## src/rtl/q_learning_agent_param_if.sv

```systemverilog
// Agent <-> environment handshake bundle for the parametrised Q-learning agent.
// master = environment/driver side, slave = agent.
interface q_learning_agent_param_if #(
   parameter int N_STATES  = 64,
   parameter int N_ACTIONS = 4,
   parameter int Q_W       = 16
);
   localparam int STATE_W = $clog2(N_STATES);
   localparam int ACT_W   = $clog2(N_ACTIONS);

   logic                      en;
   logic                      start;
   logic [STATE_W-1:0]        start_state;
   logic [15:0]               epsilon;
   logic                      env_valid;
   logic                      env_terminal;
   logic [STATE_W-1:0]        next_state;
   logic signed [Q_W-1:0]     next_reward;
   logic [ACT_W-1:0]          next_action;
   logic                      action_valid;
   logic                      busy;
   logic [15:0]               step_count;

   modport master (
      output en, start, start_state, epsilon, env_valid, env_terminal, next_state, next_reward,
      input  next_action, action_valid, busy, step_count
   );

   modport slave (
      input  en, start, start_state, epsilon, env_valid, env_terminal, next_state, next_reward,
      output next_action, action_valid, busy, step_count
   );
endinterface

```

## src/rtl/q_learning_agent_param.sv

```systemverilog
// Q-learning agent: on-chip Q-table, epsilon-greedy selection via LFSR, shift-based Q-update.
//
// state     | meaning
// ST_CLEAR  | zero one table row per cycle after reset, busy high
// ST_IDLE   | wait for start
// ST_READ_S | fetch row(s) into held row (address cycle, then capture)
// ST_SELECT | explore/greedy pick, raise action_valid, step LFSR
// ST_WAIT   | action presented, wait for env_valid
// ST_READ_N | fetch row(s'), compute saturated Qn
// ST_UPDATE | write Qn into lane a of row s, advance to s'
module q_learning_agent_param #(
   parameter int          N_STATES    = 64,
   parameter int          N_ACTIONS   = 4,
   parameter int          Q_W         = 16,
   parameter int          ALPHA_SHIFT = 2,
   parameter int          GAMMA_SHIFT = 3,
   parameter logic [15:0] LFSR_SEED   = 16'hACE1
) (
   input logic                        clk,
   input logic                        rst_n,
   q_learning_agent_param_if.slave    bus
);
   localparam int STATE_W = $clog2(N_STATES);
   localparam int ACT_W   = $clog2(N_ACTIONS);
   localparam int ROW_W   = N_ACTIONS * Q_W;
   localparam int EXT_W   = Q_W + 3;
   localparam logic [STATE_W:0] PTR_END = (STATE_W+1)'(N_STATES);

   typedef enum logic [2:0] {
      ST_CLEAR, ST_IDLE, ST_READ_S, ST_SELECT, ST_WAIT, ST_READ_N, ST_UPDATE
   } state_t;

   state_t                state_q, state_d;
   logic [STATE_W:0]      clr_ptr_q, clr_ptr_d;
   logic [15:0]           lfsr_q, lfsr_d;
   logic [STATE_W-1:0]    s_q, s_d, sn_q, sn_d, rd_addr_q, rd_addr_d;
   logic signed [Q_W-1:0] rw_q, rw_d, qn_q, qn_d;
   logic                  term_q, term_d, rd_ph_q, rd_ph_d;
   logic [ACT_W-1:0]      act_q, act_d;
   logic                  av_q, av_d, busy_q, busy_d;
   logic [15:0]           steps_q, steps_d;
   logic [ROW_W-1:0]      held_q, held_d, rown_q, rown_d;

   logic [ROW_W-1:0]      q_tbl_q [N_STATES];
   logic [ROW_W-1:0]      rd_data_q;
   logic                  we;
   logic [STATE_W-1:0]    wr_addr;
   logic [ROW_W-1:0]      wr_data, upd_row;

   function automatic logic [ACT_W-1:0] row_argmax(input logic [ROW_W-1:0] row);
      logic signed [Q_W-1:0] best;
      row_argmax = '0;
      best = row[Q_W-1:0];
      for (int i = 1; i < N_ACTIONS; i++) begin
         if ($signed(row[i*Q_W +: Q_W]) > best) begin
            best       = row[i*Q_W +: Q_W];
            row_argmax = ACT_W'(i);
         end
      end
   endfunction

   always_ff @(posedge clk) begin
      if (bus.en) begin
         if (we) q_tbl_q[wr_addr] <= wr_data;
         rd_data_q <= q_tbl_q[rd_addr_q];
      end
   end

   // Q-update datapath; the widened format absorbs r + m - Q before saturation
   logic signed [Q_W-1:0]   qsa, mmax;
   logic signed [EXT_W-1:0] qsa_x, m_x, rw_x, t_x, qn_x;
   logic signed [Q_W-1:0]   qn_sat;
   logic                    explore;

   always_comb begin
      qsa   = held_q[act_q*Q_W +: Q_W];
      mmax  = term_q ? '0 : rd_data_q[row_argmax(rd_data_q)*Q_W +: Q_W];
      qsa_x = {{(EXT_W-Q_W){qsa[Q_W-1]}}, qsa};
      m_x   = {{(EXT_W-Q_W){mmax[Q_W-1]}}, mmax};
      rw_x  = {{(EXT_W-Q_W){rw_q[Q_W-1]}}, rw_q};
      t_x   = rw_x + m_x - (m_x >>> GAMMA_SHIFT) - qsa_x;
      qn_x  = qsa_x + (t_x >>> ALPHA_SHIFT);
      if (qn_x[EXT_W-1:Q_W-1] == {(EXT_W-Q_W+1){qn_x[EXT_W-1]}})
         qn_sat = qn_x[Q_W-1:0];
      else if (qn_x[EXT_W-1])
         qn_sat = {1'b1, {(Q_W-1){1'b0}}};
      else
         qn_sat = {1'b0, {(Q_W-1){1'b1}}};
   end

   always_comb begin
      upd_row = held_q;
      upd_row[act_q*Q_W +: Q_W] = qn_q;
   end

   assign explore = lfsr_q < bus.epsilon;

   always_comb begin
      state_d   = state_q;
      clr_ptr_d = clr_ptr_q;
      lfsr_d    = lfsr_q;
      s_d       = s_q;
      sn_d      = sn_q;
      rd_addr_d = rd_addr_q;
      rw_d      = rw_q;
      qn_d      = qn_q;
      term_d    = term_q;
      rd_ph_d   = rd_ph_q;
      act_d     = act_q;
      av_d      = av_q;
      busy_d    = busy_q;
      steps_d   = steps_q;
      held_d    = held_q;
      rown_d    = rown_q;
      we        = 1'b0;
      wr_addr   = s_q;
      wr_data   = upd_row;
      if (bus.en) begin
         unique case (state_q)
            ST_CLEAR: begin
               if (clr_ptr_q == PTR_END) begin
                  busy_d  = 1'b0;
                  state_d = ST_IDLE;
               end else begin
                  we        = 1'b1;
                  wr_addr   = clr_ptr_q[STATE_W-1:0];
                  wr_data   = '0;
                  clr_ptr_d = clr_ptr_q + 1'b1;
               end
            end
            ST_IDLE: begin
               if (bus.start) begin
                  s_d       = bus.start_state;
                  rd_addr_d = bus.start_state;
                  steps_d   = '0;
                  rd_ph_d   = 1'b0;
                  state_d   = ST_READ_S;
               end
            end
            ST_READ_S: begin
               rd_ph_d = 1'b1;
               if (rd_ph_q) begin
                  held_d  = rd_data_q;
                  state_d = ST_SELECT;
               end
            end
            ST_SELECT: begin
               act_d   = explore ? lfsr_q[ACT_W-1:0] : row_argmax(held_q);
               av_d    = 1'b1;
               lfsr_d  = {lfsr_q[0] ^ lfsr_q[2] ^ lfsr_q[3] ^ lfsr_q[5], lfsr_q[15:1]};
               state_d = ST_WAIT;
            end
            ST_WAIT: begin
               if (bus.env_valid) begin
                  sn_d      = bus.next_state;
                  rd_addr_d = bus.next_state;
                  rw_d      = bus.next_reward;
                  term_d    = bus.env_terminal;
                  av_d      = 1'b0;
                  rd_ph_d   = 1'b0;
                  state_d   = ST_READ_N;
               end
            end
            ST_READ_N: begin
               rd_ph_d = 1'b1;
               if (rd_ph_q) begin
                  rown_d  = rd_data_q;
                  qn_d    = qn_sat;
                  state_d = ST_UPDATE;
               end
            end
            ST_UPDATE: begin
               we      = 1'b1;
               steps_d = (steps_q == 16'hFFFF) ? steps_q : steps_q + 16'd1;
               if (term_q) begin
                  state_d = ST_IDLE;
               end else begin
                  s_d     = sn_q;
                  // row(s') was fetched before this write lands, so a self-loop takes the fresh row
                  held_d  = (sn_q == s_q) ? upd_row : rown_q;
                  state_d = ST_SELECT;
               end
            end
            default: state_d = ST_CLEAR;
         endcase
      end
   end

   always_ff @(posedge clk or negedge rst_n) begin
      if (!rst_n) begin
         state_q   <= ST_CLEAR;
         clr_ptr_q <= '0;
         lfsr_q    <= LFSR_SEED;
         s_q       <= '0;
         sn_q      <= '0;
         rd_addr_q <= '0;
         rw_q      <= '0;
         qn_q      <= '0;
         term_q    <= 1'b0;
         rd_ph_q   <= 1'b0;
         act_q     <= '0;
         av_q      <= 1'b0;
         busy_q    <= 1'b1;
         steps_q   <= '0;
         held_q    <= '0;
         rown_q    <= '0;
      end else begin
         state_q   <= state_d;
         clr_ptr_q <= clr_ptr_d;
         lfsr_q    <= lfsr_d;
         s_q       <= s_d;
         sn_q      <= sn_d;
         rd_addr_q <= rd_addr_d;
         rw_q      <= rw_d;
         qn_q      <= qn_d;
         term_q    <= term_d;
         rd_ph_q   <= rd_ph_d;
         act_q     <= act_d;
         av_q      <= av_d;
         busy_q    <= busy_d;
         steps_q   <= steps_d;
         held_q    <= held_d;
         rown_q    <= rown_d;
      end
   end

   assign bus.next_action  = act_q;
   assign bus.action_valid = av_q;
   assign bus.busy         = busy_q;
   assign bus.step_count   = steps_q;
endmodule

```

## src/flat_wrapper.sv

```systemverilog
// flat-port wrapper written by rule: the top's interface ports become plain ports
module q_learning_agent_param_flat 
#(
   parameter int          N_STATES    = 64,
   parameter int          N_ACTIONS   = 4,
   parameter int          Q_W         = 16,
   parameter int          ALPHA_SHIFT = 2,
   parameter int          GAMMA_SHIFT = 3,
   parameter logic [15:0] LFSR_SEED   = 16'hACE1
)
  (clk, rst_n, bus_en, bus_start, bus_start_state, bus_epsilon, bus_env_valid, bus_env_terminal, bus_next_state, bus_next_reward, bus_next_action, bus_action_valid, bus_busy, bus_step_count);
  q_learning_agent_param_if #(.N_STATES(N_STATES), .N_ACTIONS(N_ACTIONS), .Q_W(Q_W)) bus_i ();
  input logic clk;
  input logic rst_n;
  input wire logic [$bits(bus_i.en)-1:0] bus_en;
  input wire logic [$bits(bus_i.start)-1:0] bus_start;
  input wire logic [$bits(bus_i.start_state)-1:0] bus_start_state;
  input wire logic [$bits(bus_i.epsilon)-1:0] bus_epsilon;
  input wire logic [$bits(bus_i.env_valid)-1:0] bus_env_valid;
  input wire logic [$bits(bus_i.env_terminal)-1:0] bus_env_terminal;
  input wire logic [$bits(bus_i.next_state)-1:0] bus_next_state;
  input wire logic [$bits(bus_i.next_reward)-1:0] bus_next_reward;
  output wire logic [$bits(bus_i.next_action)-1:0] bus_next_action;
  output wire logic [$bits(bus_i.action_valid)-1:0] bus_action_valid;
  output wire logic [$bits(bus_i.busy)-1:0] bus_busy;
  output wire logic [$bits(bus_i.step_count)-1:0] bus_step_count;
  assign bus_i.en = bus_en;
  assign bus_i.start = bus_start;
  assign bus_i.start_state = bus_start_state;
  assign bus_i.epsilon = bus_epsilon;
  assign bus_i.env_valid = bus_env_valid;
  assign bus_i.env_terminal = bus_env_terminal;
  assign bus_i.next_state = bus_next_state;
  assign bus_i.next_reward = bus_next_reward;
  assign bus_next_action = bus_i.next_action;
  assign bus_action_valid = bus_i.action_valid;
  assign bus_busy = bus_i.busy;
  assign bus_step_count = bus_i.step_count;
  q_learning_agent_param #(.N_STATES(N_STATES), .N_ACTIONS(N_ACTIONS), .Q_W(Q_W), .ALPHA_SHIFT(ALPHA_SHIFT), .GAMMA_SHIFT(GAMMA_SHIFT), .LFSR_SEED(LFSR_SEED)) u_core (.clk(clk), .rst_n(rst_n), .bus(bus_i));
endmodule
```

## config.mk

```make
export PLATFORM = sky130hd
export DESIGN_NAME = q_learning_agent_param_flat
export DESIGN_NICKNAME = d
export VERILOG_FILES = /design/src/rtl/q_learning_agent_param_if.sv /design/src/rtl/q_learning_agent_param.sv /design/src/flat_wrapper.sv
export SDC_FILE = /design/constraint.sdc
export NUM_CORES = 2
export LEC_CHECK = 0
export ABC_AREA = 0
export BUFFER_PORTS_ARGS = -buffer_cell sky130_fd_sc_hd__buf_2
export CORE_MARGIN = 2
export CORE_UTILIZATION = 57
export DETAILED_ROUTE_END_ITERATION = 10
export PLACE_DENSITY = 0.8
export RECOVER_POWER = 25
export SYNTH_ARGS = -nofsm -noshare
export SYNTH_HDL_FRONTEND = slang
export SYNTH_SLANG_ARGS = --single-unit
```

## constraint.sdc

```tcl
create_clock -name clk -period 10.7 [get_ports clk]
set_input_delay 3.21 -clock clk [delete_from_list [all_inputs] [get_ports clk]]
set_output_delay 3.21 -clock clk [all_outputs]
set_load 0.02 [all_outputs]
```

==> flow_metrics.tcl <==
set metrics [dict create \
    hpwl_mm 274.7 \
    cp_max_fo 8 \
    period_needed_ps 11610 \
    timing.final.ws_setup_ps -914.0 \
    drc 0 \
    antenna_left 0 \
    r2r_cells 62 \
    r2r_slack_ps -910 \
    die_w_um 558.1 \
    crit_path_frequent_cell "buf_6" \
    startpoint_type "register" \
    rsz0062_at_grt "true" \
    drv_slew 383 \
    wire_per_inst_um 43.14 \
    io_pins 70 \
    cp_num_buf_inv 15 \
    final_net_count 8979 \
    ys_ff_latch 4386 \
    seq_area_frac_synth 0.7462 \
    finalClockSkew_ps 73.61 \
    finalNonFillerCells 13205 \
    dieHeight_um 558.1 \
    routed_via_density 7.340 \
    grt_max_degree 136 \
    min_to "u_core.lfsr_q[6]" \
    final_core_util 0.6519 \
    period_share 1.085 \
    min_path_cells 2 \
    cp_top_family "compound AO/OA/AOI/OAI gates" \
    ys_warn_count 0 \
    crit_slowest_cell "o41ai_4" \
    slowest_delay_ps 420 \
    cts_root_buf "clkbuf_16" \
    max_slew_margin -3.879 \
    grt_pass1_vias 96288 \
    dieArea_um2 311500 \
    crit_type "register to register" \
    crit_required_ps 11540 \
    syn_area_um2 175000 \
    grt_pass1_wl_mm 776.5 \
    syn2layout_area_growth_pct 13.83 \
    antenna_found_initial 29 \
    drtIter0Drc 18135 \
    synth_ff_type "edfxtp_1" \
    fillCellCount 18242 \
    cts_tree "built" \
    synthArstFlopShare 0.05153 \
    final_common_cell "edfxtp_1" \
    grt.total_usage 0.3668 \
    synth-edff-count 4160 \
    clock_path_buffers 4 \
    final_cell_mix "4160 x edfxtp_1, 1360 x mux4_2, 439 x buf_4, 423 x clkbuf_16, 282 x nand2_1" \
    status "finished with violations" \
    synth_area_per_cell_um2 21.51 \
    final_hold_viol_count 0 \
    syn_nets 8374 \
    fin_tns_setup_ps -13910 \
    cts.sinks 4386 \
    holdCritStartpoint "u_core.lfsr_q[7]" \
    worst_ep_arrival_time_ps 12460 \
    start_util 0.5727 \
    r2r-start "u_core.rd_data_q[1]" \
    dr.pass1.iters 8 \
    tightest_slew_ps 7318 \
    place_congestion 0.9892 \
    port_buffers 69 \
    hold_buffers 0 \
    cap_violations 6 \
    setup_viol 16 \
    timing.fmax_mhz 86.10 \
    r2r_end "u_core.qn_q[3]" \
    wl_mm 569.7 \
    clk_latency_ps 1010 \
    vias 96930 \
    end_kind "register" \
    pre_cts_ws_ps -1343 \
    syn-instance-count 8136 \
    clk_pin_slew_ps 70 \
    core_um2 305600 \
    drive_gt1_frac 0.3182 \
    overflow 0 \
    min_path_type "register to register" \
    synth_cell_types 75 \
    htreeDepth 5 \
    dp.cells 12339 \
    row_count 203 \
    violations "max-capacitance violations, max-slew violations, negative setup slack" \
    cts_buffers 415 \
]
[through the flow]
step / cell area, um2 / hold slack [ps]
2_1_floorplan: 175200 / 443.9
3_3_place_gp: 184100 / 458.2
3_5_place_dp: 184200 / 460.7
4_1_cts: 198400 / 471.7
5_1_grt: 199200 / 498.0
6_report: 199200 / 468.8
[worst reg2reg max path: cells and delay by family, from the launching register on]
kind            cells  cell delay (ps)
simple gates        9             1580
xor+xnor            2              200
fa+ha+maj           8             2280
compound gates     26             4620
mux                 2              360
flops               1              400
buf+inv            15             2020
[flip-flops by register name (all words and copies together), names as in the netlist, 2 cells and up]
signal and cells:
u_core.rd_addr_q 6, u_core.qn_q 16, u_core.rw_q 16, u_core.held_q 64, u_core.rown_q 64, u_core.rd_data_q 64
u_core.state_q 3, u_core.s_q 6, u_core.q_tbl_q 4096, u_core.bus.step_count 16, u_core.sn_q 6, u_core.clr_ptr_q 7
u_core.bus.next_action 2, u_core.lfsr_q 16
[layer usage]
layer  up-vias  track usage  share of wire
met5         -            0        0.00036
met4        30       0.2319          0.079
met3      2148       0.1033           0.14
met2      9479       0.5633           0.46
met1     50075       0.4661           0.32
li1      35198            -              -
[cell usage after synthesis (all sizes together) (16+ instances only)]
cell type / number / area, um2
nand2b: 27 / 168.9
mux2i: 33 / 342.8
or2: 20 / 125.1
nor2b: 44 / 275.3
o211ai: 18 / 135.1
xor2: 22 / 192.7
nand4: 36 / 225.2
edfxtp: 4160 / 124900
a21boi: 17 / 127.6
ha: 172 / 2152
nand3: 30 / 150.1
and3: 22 / 137.6
clkbuf: 279 / 1047
a21oi: 245 / 1234
a21o: 56 / 420.4
a211oi: 72 / 540.5
nor2: 333 / 1257
nor3: 20 / 105.1
xnor2: 38 / 332.8
buf: 144 / 645.6
dfrtp: 217 / 5430
inv: 148 / 555.5
nand2: 291 / 1092
mux4: 1360 / 30630
a31oi: 19 / 118.9
mux2: 25 / 281.5
fa: 16 / 320.3
a2bb2oi: 35 / 306.5
o21ai: 118 / 590.6
[layout make-up]
type / count / area (um2) / area share
Timing Repair Buffer: 610 / 5478 / 0.02750
Sequential cell: 4386 / 130600 / 0.6556
Antenna cell: 12 / 30.03 / 0.0001507
Multi-Input combinational cell: 3180 / 44000 / 0.2209
Clock inverter: 282 / 2549 / 0.01279
Inverter: 148 / 555.5 / 0.002789
Clock buffer: 487 / 10850 / 0.05446
Tap cell: 4100 / 5130 / 0.02575
[cell families (layout without fill, tap and decap cells)]
logic type	Yosys count	in the layout	synth area share
flip-flops	4386	4386	0.7462
multiplexers	1418	1418	0.1786
AND/OR/NAND/NOR	851	851	0.02146
AO/OA/AOI/OAI	662	663	0.02377
buffers and inverters	571	1527	0.01285
adder cells (fa/ha/maj)	188	188	0.01413
XOR/XNOR	60	60	0.003003
other	0	12	0
[how the worst max path moves through the flow]
stage | startpoint | end | slack, ps | cells past startpoint
2_1_floorplan | u_core.rd_data_q[17] | u_core.qn_q[0] | -100 | 60
3_3_place_gp | u_core.rd_data_q[1] | u_core.qn_q[14] | -1110 | 58
3_5_place_dp | u_core.rd_data_q[17] | u_core.qn_q[7] | -1340 | 54
4_1_cts | u_core.rd_data_q[1] | u_core.qn_q[3] | -890 | 62
5_1_grt | u_core.rd_data_q[1] | u_core.qn_q[3] | -1400 | 61
6_report | u_core.rd_data_q[1] | u_core.qn_q[3] | -910 | 62
[repair_timing]
item                                    CTS  global route
resized for setup                        79            79
buffers inserted                         55            10
endpoints found under the setup margin   16            16
pin swaps                                53            31
cloned                                    2             1
Power is left out: the tool's default activity adds up to more than one toggle a clock period on the data nets, which glitch-free logic cannot reach.
